$ cat config.mk
export PLATFORM = sky130hd
export DESIGN_NAME = prog_delay_line
export DESIGN_NICKNAME = d
export VERILOG_FILES = /design/src/rtl/dl_stage.sv /design/src/rtl/prog_delay_line.sv
export SDC_FILE = /design/constraint.sdc
export NUM_CORES = 1
export LEC_CHECK = 0
export CAP_MARGIN = 20
export CORE_ASPECT_RATIO = 1.25
export CORE_UTILIZATION = 55
export CTS_CLUSTER_SIZE = 28
export DETAILED_ROUTE_END_ITERATION = 8
export GPL_ROUTABILITY_DRIVEN = 0
export MAX_ROUTING_LAYER = met4
export PLACE_DENSITY = 0.76
export SETUP_SLACK_MARGIN = 0.2
export SYNTH_ARGS = -nofsm -noshare
export SYNTH_HDL_FRONTEND = slang
export SYNTH_SLANG_ARGS = --single-unit
$ cat constraint.sdc
create_clock -name clk -period 4.15 [get_ports clk]
set_clock_uncertainty 0.1 [all_clocks]
set_input_delay 0.6225 -clock clk [delete_from_list [all_inputs] [get_ports clk]]
set_output_delay 0.6225 -clock clk [all_outputs]
set_load 0.05 [all_outputs]
$ cat src/rtl/dl_stage.sv
`default_nettype none
// ============================================================================
// Module   : dl_stage
// Purpose  : One pipeline register with an enable and a synchronous clear that loads a supplied value.
// Revision : 1.0
// ============================================================================
module dl_stage #(
    parameter int W = 5
) (
    input  logic         clk,
    input  logic         clr,
    input  logic [W-1:0] clr_val,
    input  logic         en,
    input  logic [W-1:0] d,
    output logic [W-1:0] q
);

    always_ff @(posedge clk) begin
        if (clr) begin
            q <= clr_val;
        end else if (en) begin
            q <= d;
        end
    end

endmodule
`default_nettype wire

$ cat src/rtl/prog_delay_line.sv
`default_nettype none
// ============================================================================
// Module   : prog_delay_line
// Purpose  : Delay line with a run-time latency of 0..MAX_DEPTH enabled cycles, valid tracking, flush and a fill status.
// Revision : 1.0
// ============================================================================
module prog_delay_line #(
    parameter int                 WIDTH      = 4,
    parameter int                 MAX_DEPTH  = 16,
    parameter logic [WIDTH-1:0]   RESET_DATA = '0,
    localparam int                DELAY_W    = $clog2(MAX_DEPTH + 1)
) (
    input  logic               clk,
    input  logic               rst,
    input  logic               en,
    input  logic               flush,
    input  logic [DELAY_W-1:0] delay,
    input  logic               in_valid,
    input  logic [WIDTH-1:0]   in,
    output logic [WIDTH-1:0]   out,
    output logic               out_valid,
    output logic               primed,
    output logic               delay_err
);

    localparam logic [DELAY_W-1:0] c_MAX_DEPTH = DELAY_W'(MAX_DEPTH);

    logic [WIDTH:0]       w_stage_q [1:MAX_DEPTH];
    logic [DELAY_W-1:0]   r_delay_q;
    logic [DELAY_W-1:0]   r_fill;
    logic                 w_change;
    logic                 w_hard_clr;
    logic                 w_clr;
    logic                 w_over;
    logic [DELAY_W-1:0]   w_tap;

    assign w_change   = (delay != r_delay_q);
    assign w_hard_clr = rst | flush;
    assign w_clr      = w_hard_clr | w_change;
    assign w_over     = (delay > c_MAX_DEPTH);
    assign w_tap      = w_over ? c_MAX_DEPTH : delay;

    // A delay change only drops valid bits; the data bits reload their own value.
    generate
        for (genvar k = 1; k <= MAX_DEPTH; k++) begin : g_stage
            logic [WIDTH:0] w_d;
            logic [WIDTH:0] w_clr_val;

            if (k == 1) begin : g_first
                assign w_d = {in_valid, in};
            end else begin : g_rest
                assign w_d = w_stage_q[k-1];
            end

            assign w_clr_val = w_hard_clr ? {1'b0, RESET_DATA}
                                          : {1'b0, w_stage_q[k][WIDTH-1:0]};

            dl_stage #(
                .W (WIDTH + 1)
            ) u_stage (
                .clk     (clk),
                .clr     (w_clr),
                .clr_val (w_clr_val),
                .en      (en),
                .d       (w_d),
                .q       (w_stage_q[k])
            );
        end
    endgenerate

    always_ff @(posedge clk) begin
        r_delay_q <= delay;
        if (rst) begin
            r_fill    <= '0;
            delay_err <= 1'b0;
        end else begin
            delay_err <= w_over;
            if (flush || w_change) begin
                r_fill <= '0;
            end else if (en && (r_fill != c_MAX_DEPTH)) begin
                r_fill <= r_fill + 1'b1;
            end
        end
    end

    assign primed = (delay == '0) || (r_fill >= delay);

    always_comb begin
        out       = RESET_DATA;
        out_valid = 1'b0;
        if (delay == '0) begin
            out       = in;
            out_valid = in_valid;
        end else begin
            for (int k = 1; k <= MAX_DEPTH; k++) begin
                if (w_tap == DELAY_W'(k)) begin
                    out       = w_stage_q[k][WIDTH-1:0];
                    out_valid = w_stage_q[k][WIDTH] & ~w_over;
                end
            end
        end
    end

endmodule
`default_nettype wire

After elaboration in Yosys (flattened, before gate mapping)
Index checks and enable logic that the tools add are counted.
W data, S select, Z words.
{"block": "op_classes", "n_eq_ne": 19, "order_cmp": 2, "n_reduce_logical": 7, "bitwise": 19, "addsub": 1, "n_mux": 68}
{"cell": "$mux W5", "count": 33}
{"cell": "$mux W4", "count": 18}
{"cell": "$eq A5 B4 Y1 const B", "count": 8}
{"cell": "$eq A5 B3 Y1 const B", "count": 4}
{"cell": "$mux W1", "count": 17}
{"cell": "$and A1 B1 Y1", "count": 16}
{"cell": "$eq A5 B2 Y1 const B", "count": 2}
{"cell": "$add A5 B1 Y5 const B", "count": 1}
{"cell": "$eq A5 B1 Y1 const B", "count": 1}
{"cell": "$eq A5 B5 Y1 const B", "count": 1}
{"cell": "$ge A5 B5 Y1", "count": 1}
{"cell": "$gt A5 B5 Y1 const B", "count": 1}
{"cell": "$logic_not A5 Y1", "count": 1}
{"cell": "$ne A5 B5 Y1", "count": 1}
{"cell": "$ne A5 B5 Y1 const B", "count": 1}
{"cell": "$logic_or A1 B1 Y1", "count": 2}
{"cell": "$ne A2 B2 Y1 const B", "count": 1}
{"cell": "$or A1 B1 Y1", "count": 2}
{"cell": "$reduce_and A2 Y1", "count": 1}
{"cell": "$reduce_bool A2 Y1", "count": 1}
{"cell": "$reduce_or A2 Y1", "count": 1}
{"cell": "$logic_and A1 B1 Y1", "count": 1}
{"cell": "$not A1 Y1", "count": 1}
{"block": "totals", "elab_cells": 151, "regBits": 91}

Depth between registers and ports, before layout
{"block": "logic_depth", "ltp_word": 20, "mapped_depth": 8}

By module
A second synthesis with hierarchy kept.
{"block": "unflattened", "hier_cells": 485, "hier_area_um2": 5605.4}
{"module": "dl_stage", "area_per_inst_um2": 212.7, "seq_area_each_um2": 150.1, "cells_per_inst": 11, "instances": 16}
{"module": "prog_delay_line", "area_per_inst_um2": 2202.1, "seq_area_each_um2": 220.2, "cells_per_inst": 309, "instances": 1}

Least setup slack after synthesis
No wires, ideal clock.
{"block": "synth_timing", "kind": "input to output", "start": "in delay[0]", "end": "out out[3]", "n_path_buf": 3, "arrival_time_ns": 3.072, "path_stages": 7, "setup_slack_ns": 0.355, "cell_sequence": "buf_6 -> buf_4 -> buf_2 -> nand3_1 -> a21oi_1 -> a311oi_1 -> o41ai_1"}
{"block": "synth_between", "elab_chain_cells": 20, "elab_cells_between_ends": 36}
{"item": "start, declared", "line_no": "prog_delay_line.sv:17", "source": "input logic [DELAY_W-1:0] delay,"}
{"item": "$gt A5 B5 Y1", "line_no": "prog_delay_line.sv:40", "source": "assign w_over = (delay > c_MAX_DEPTH);"}
{"item": "$mux W5", "line_no": "prog_delay_line.sv:41", "source": "assign w_tap = w_over ? c_MAX_DEPTH : delay;"}
{"item": "$eq A5 B1 Y1", "line_no": "prog_delay_line.sv:96", "source": "if (w_tap == DELAY_W'(k)) begin"}
{"item": "$mux W4 (16 in series)", "line_no": "prog_delay_line.sv:96"}
{"item": "$mux W4 (*)", "line_no": "prog_delay_line.sv:91", "source": "if (delay == '0) begin"}
{"item": "end, declared", "line_no": "prog_delay_line.sv:20", "source": "output logic [WIDTH-1:0] out,"}
Mark *: on every way between the ends. The rest lies on a longest branch, timed or not.

Worst setup path after layout
{"block": "layout_timing", "start": "in delay[4]", "end": "out out[2]"}
Same word-level chain as after synthesis.

==> reports/results.txt <==
status - completed
H-tree levels - 3
CTS Buf Count - 9
grt ovf - 0
Synth Area per Inst - 11.7 um^2
syn_nets - 412
final setup fails - 0
Synth Flop Type - edfxtp_1
Die Y - 104 um
post_cts resized - 0
most area-consuming cells after synthesis - edfxtp_1 52%, and2_1 11%, dfxtp_1 4.8%
vias in the first global route - 3095
Post-synth EDFFs - 80
final net count - 430
CTS hold repair buffers - 0
area leader, netlist - edfxtp_1
Final HPWL DP - 6450 um
routed vias/inst - 6.10
io pins - 21
wire per inst - 18.8 um
Synth Area in Compound Gates - 10.6%
endpoint class of the critical path - primary output
max-cap viol count - 0
Tot Pwr - 0.00187 W
P_leak - 1.99 nW
Yosys cell types - 55
Peak Freq - 0.265 GHz
clk_lat worst skew - 0.36 ns
clk sinks - 91
die area - 8690 um^2
hold crit path type - reg2reg
Initial Util - 57.7%
DRT iter0 DRCs - 359
Pwr Density - 368 nW/um^2
Hold Crit Endpoint - g_stage[16].u_stage.q[2]$_SDFFCE_PP0P_
slew margin rel. - 46.9%
First-pass DRT Iterations - 6
Fin Setup TNS - 0 ns
Slew Limit Fails - 0
# DRC - 0
core area - 7930 um^2
clock tree root driver cell - clkbuf_8
IO Port Bufs - 20
CP Data Required Time - 3.43 ns
yosys warns - 0
Hold Path Origin - g_stage[15].u_stage.q[2]$_SDFFCE_PP0P_
WS Path Type - in2out
RSZ-0062 raised after global routing - false
Vias - 3107
Post-Synthesis Cells - 391
mapped cell area - 4580 um^2
hold path depth - 1
placed insts - 493
Peak VDD IR - 239 uV
reg2reg path depth - 5
Worst Path Max Fanout - 11
CTS tree - done
Startpoint Class - primary input
crit path from - delay[4]
fin cells - 509
FF-to-FF Start - r_delay_q[0]$_DFF_P_
worst-margin pin slew - 0.795 ns
proportion of synthesized area in mux cells - 2.98%
worst r2r dst - g_stage[14].u_stage.q[0]$_SDFFCE_PP0P_
ANT cells - 0
Tcrit/Tclk final - 90.9%
Simple-Gate Fraction of Synth Area - 21.6%
CP Data Arrival Time - 3.05 ns
Area Growth Syn to Fin - 11.1%
fraction of layout instances using a drive strength above 1 - 11.1%
Detailed Route WL - 9580 um
count of final hold-check violations - 0
FFs w/ async S/R, synth - 0%
die width - 83.6 um
largest net degree at the start of global routing - 46
register area share after synthesis - 57.3%
antenna violations before repair - 0
fin area - 5090 um^2
post-synthesis register bit count - 91
share of the synthesized area in the top cell type - 52.5%
Adder-Cell Fraction of Synth Area - 1.91%
Worst R2R Setup Slack - 2.14 ns
crit path time final - 3.77 ns
largest family of logic cells by synthesized area - simple AND/OR/NAND/NOR gates
first-pass GRT wire length - 15800 um
fillers - 623
Post-CTS Setup Bufs - 0
clock buffer depth - 2
global-route usage over all layers - 24.4%
Reg clk slew, reported paths - 0.08 ns
cell area after placement - 4870 um^2
Post-Synth XOR/XNOR Area - 1.53%
cell row count - 36
post-detailed-route count of antenna-violating nets - 0
how the worst max path moves through the flow:
stage | slack (ns) | cells past startpoint | to
2_1_floorplan | 0.36 | 7 | out[3]
3_3_place_gp | 0.47 | 8 | out[1]
3_5_place_dp | 0.48 | 6 | out[0]
4_1_cts | 0.47 | 6 | out[0]
5_1_grt | 0.33 | 8 | out[1]
6_report | 0.38 | 7 | out[2]
cells in the final DEF (no fill, tap or decap), types with 4 or more instances in the layout:
cell	synthesis	layout
nor2b_1	7	7
nand3_1	10	10
o21ai_0	18	18
mux2i_1	8	8
dfxtp_1	11	11
buf_4	2	13
nor2_1	12	12
and3_1	5	5
a21o_1	5	5
nand4_1	5	5
inv_1	6	6
and2_1	84	84
xnor2_1	6	6
edfxtp_1	80	80
o221ai_1	4	4
o22ai_1	5	5
a21oi_1	18	18
nor3_1	6	6
clkbuf_8	0	9
clkdlybuf4s50_1	0	14
buf_12	0	5
ha_1	7	7
nand2b_1	5	5
nand2_1	18	18
layer usage:
| metal | routed length [um] | vias to the layer above | global-route usage [%] |
|---|---|---|---|
| li1 | - | 1462 | - |
| met1 | 4220 | 1467 | 32.8 |
| met2 | 4340 | 139 | 34.1 |
| met3 | 608 | 39 | 5.16 |
| met4 | 411 | 0 | 14.5 |
| met5 | 0 | - | - |
stage by stage:
step / hold WS [ns] / utilization (%) / worst slack [ns]
3_3_place_gp: 0.424 / 61.4 / 0.474
6_report: 0.454 / 64.2 / 0.378
2_1_floorplan: 0.414 / - / 0.355
4_1_cts: 0.460 / 64.2 / 0.474
5_1_grt: 0.474 / 64.2 / 0.328
3_5_place_dp: 0.437 / 61.4 / 0.483
critical path, stage by stage:
cell,delay (ns)
clkdlybuf4s50_1,0.60
buf_4,0.28
nor3b_1,0.66
and3_1,0.30
o41ai_1,0.11
a21oi_1,0.23
buf_4,0.25
cell usage after synthesis (2+ instances only):
library cell / number
a32oi_1: 3
a21oi_1: 18
nand2b_1: 5
a211o_1: 2
and3_1: 5
a211oi_1: 2
buf_2: 7
nor3_1: 6
edfxtp_1: 80
xnor2_1: 6
o221ai_1: 4
nand3_1: 10
or2_2: 2
clkbuf_1: 7
a22o_1: 2
buf_6: 7
nand4_1: 5
a21o_1: 5
dfxtp_1: 11
a22oi_1: 3
mux2_2: 3
a21boi_0: 2
nor2_1: 12
nor4_1: 3
buf_4: 2
nor3b_1: 3
xor2_1: 2
o22ai_1: 5
o41ai_1: 2
and2_1: 84
o21ai_0: 18
ha_1: 7
nor2b_1: 7
mux2i_1: 8
inv_1: 6
nand2_1: 18
layout make-up:
class | count | area, um^2 | share of cell area (%)
clock buffers | 9 | 124 | 2.44
flip-flops and latches | 91 | 2620 | 51.6
clock inverters | 7 | 91.3 | 1.80
well taps | 95 | 119 | 2.34
multi-input cells | 268 | 1770 | 34.7
repair buffers | 32 | 338 | 6.64
inverters | 7 | 26.3 | 0.517
where the power goes:
group          switching [W]  internal (W)  leakage [nW]
clock network       0.000314      0.000338         0.109
registers          0.0000180       0.00102          1.00
logic               0.000111     0.0000701         0.875
registers in the layout, summed over array words and instances (netlist names):
register,cells
r_fill,5
g_stage.u_stage.q,80
r_delay_q,5
delay_err,1
kinds of logic (layout without fill, tap and decap cells):
| kind of cell | Yosys count | count (layout) |
|---|---|---|
| buf+inv | 32 | 55 |
| flops | 91 | 91 |
| fa+ha+maj | 7 | 7 |
| mux | 12 | 12 |
| xor+xnor | 8 | 8 |
| simple gates | 167 | 167 |
| compound gates | 74 | 74 |
No activity file was read; power rests on OpenSTA's default activity.
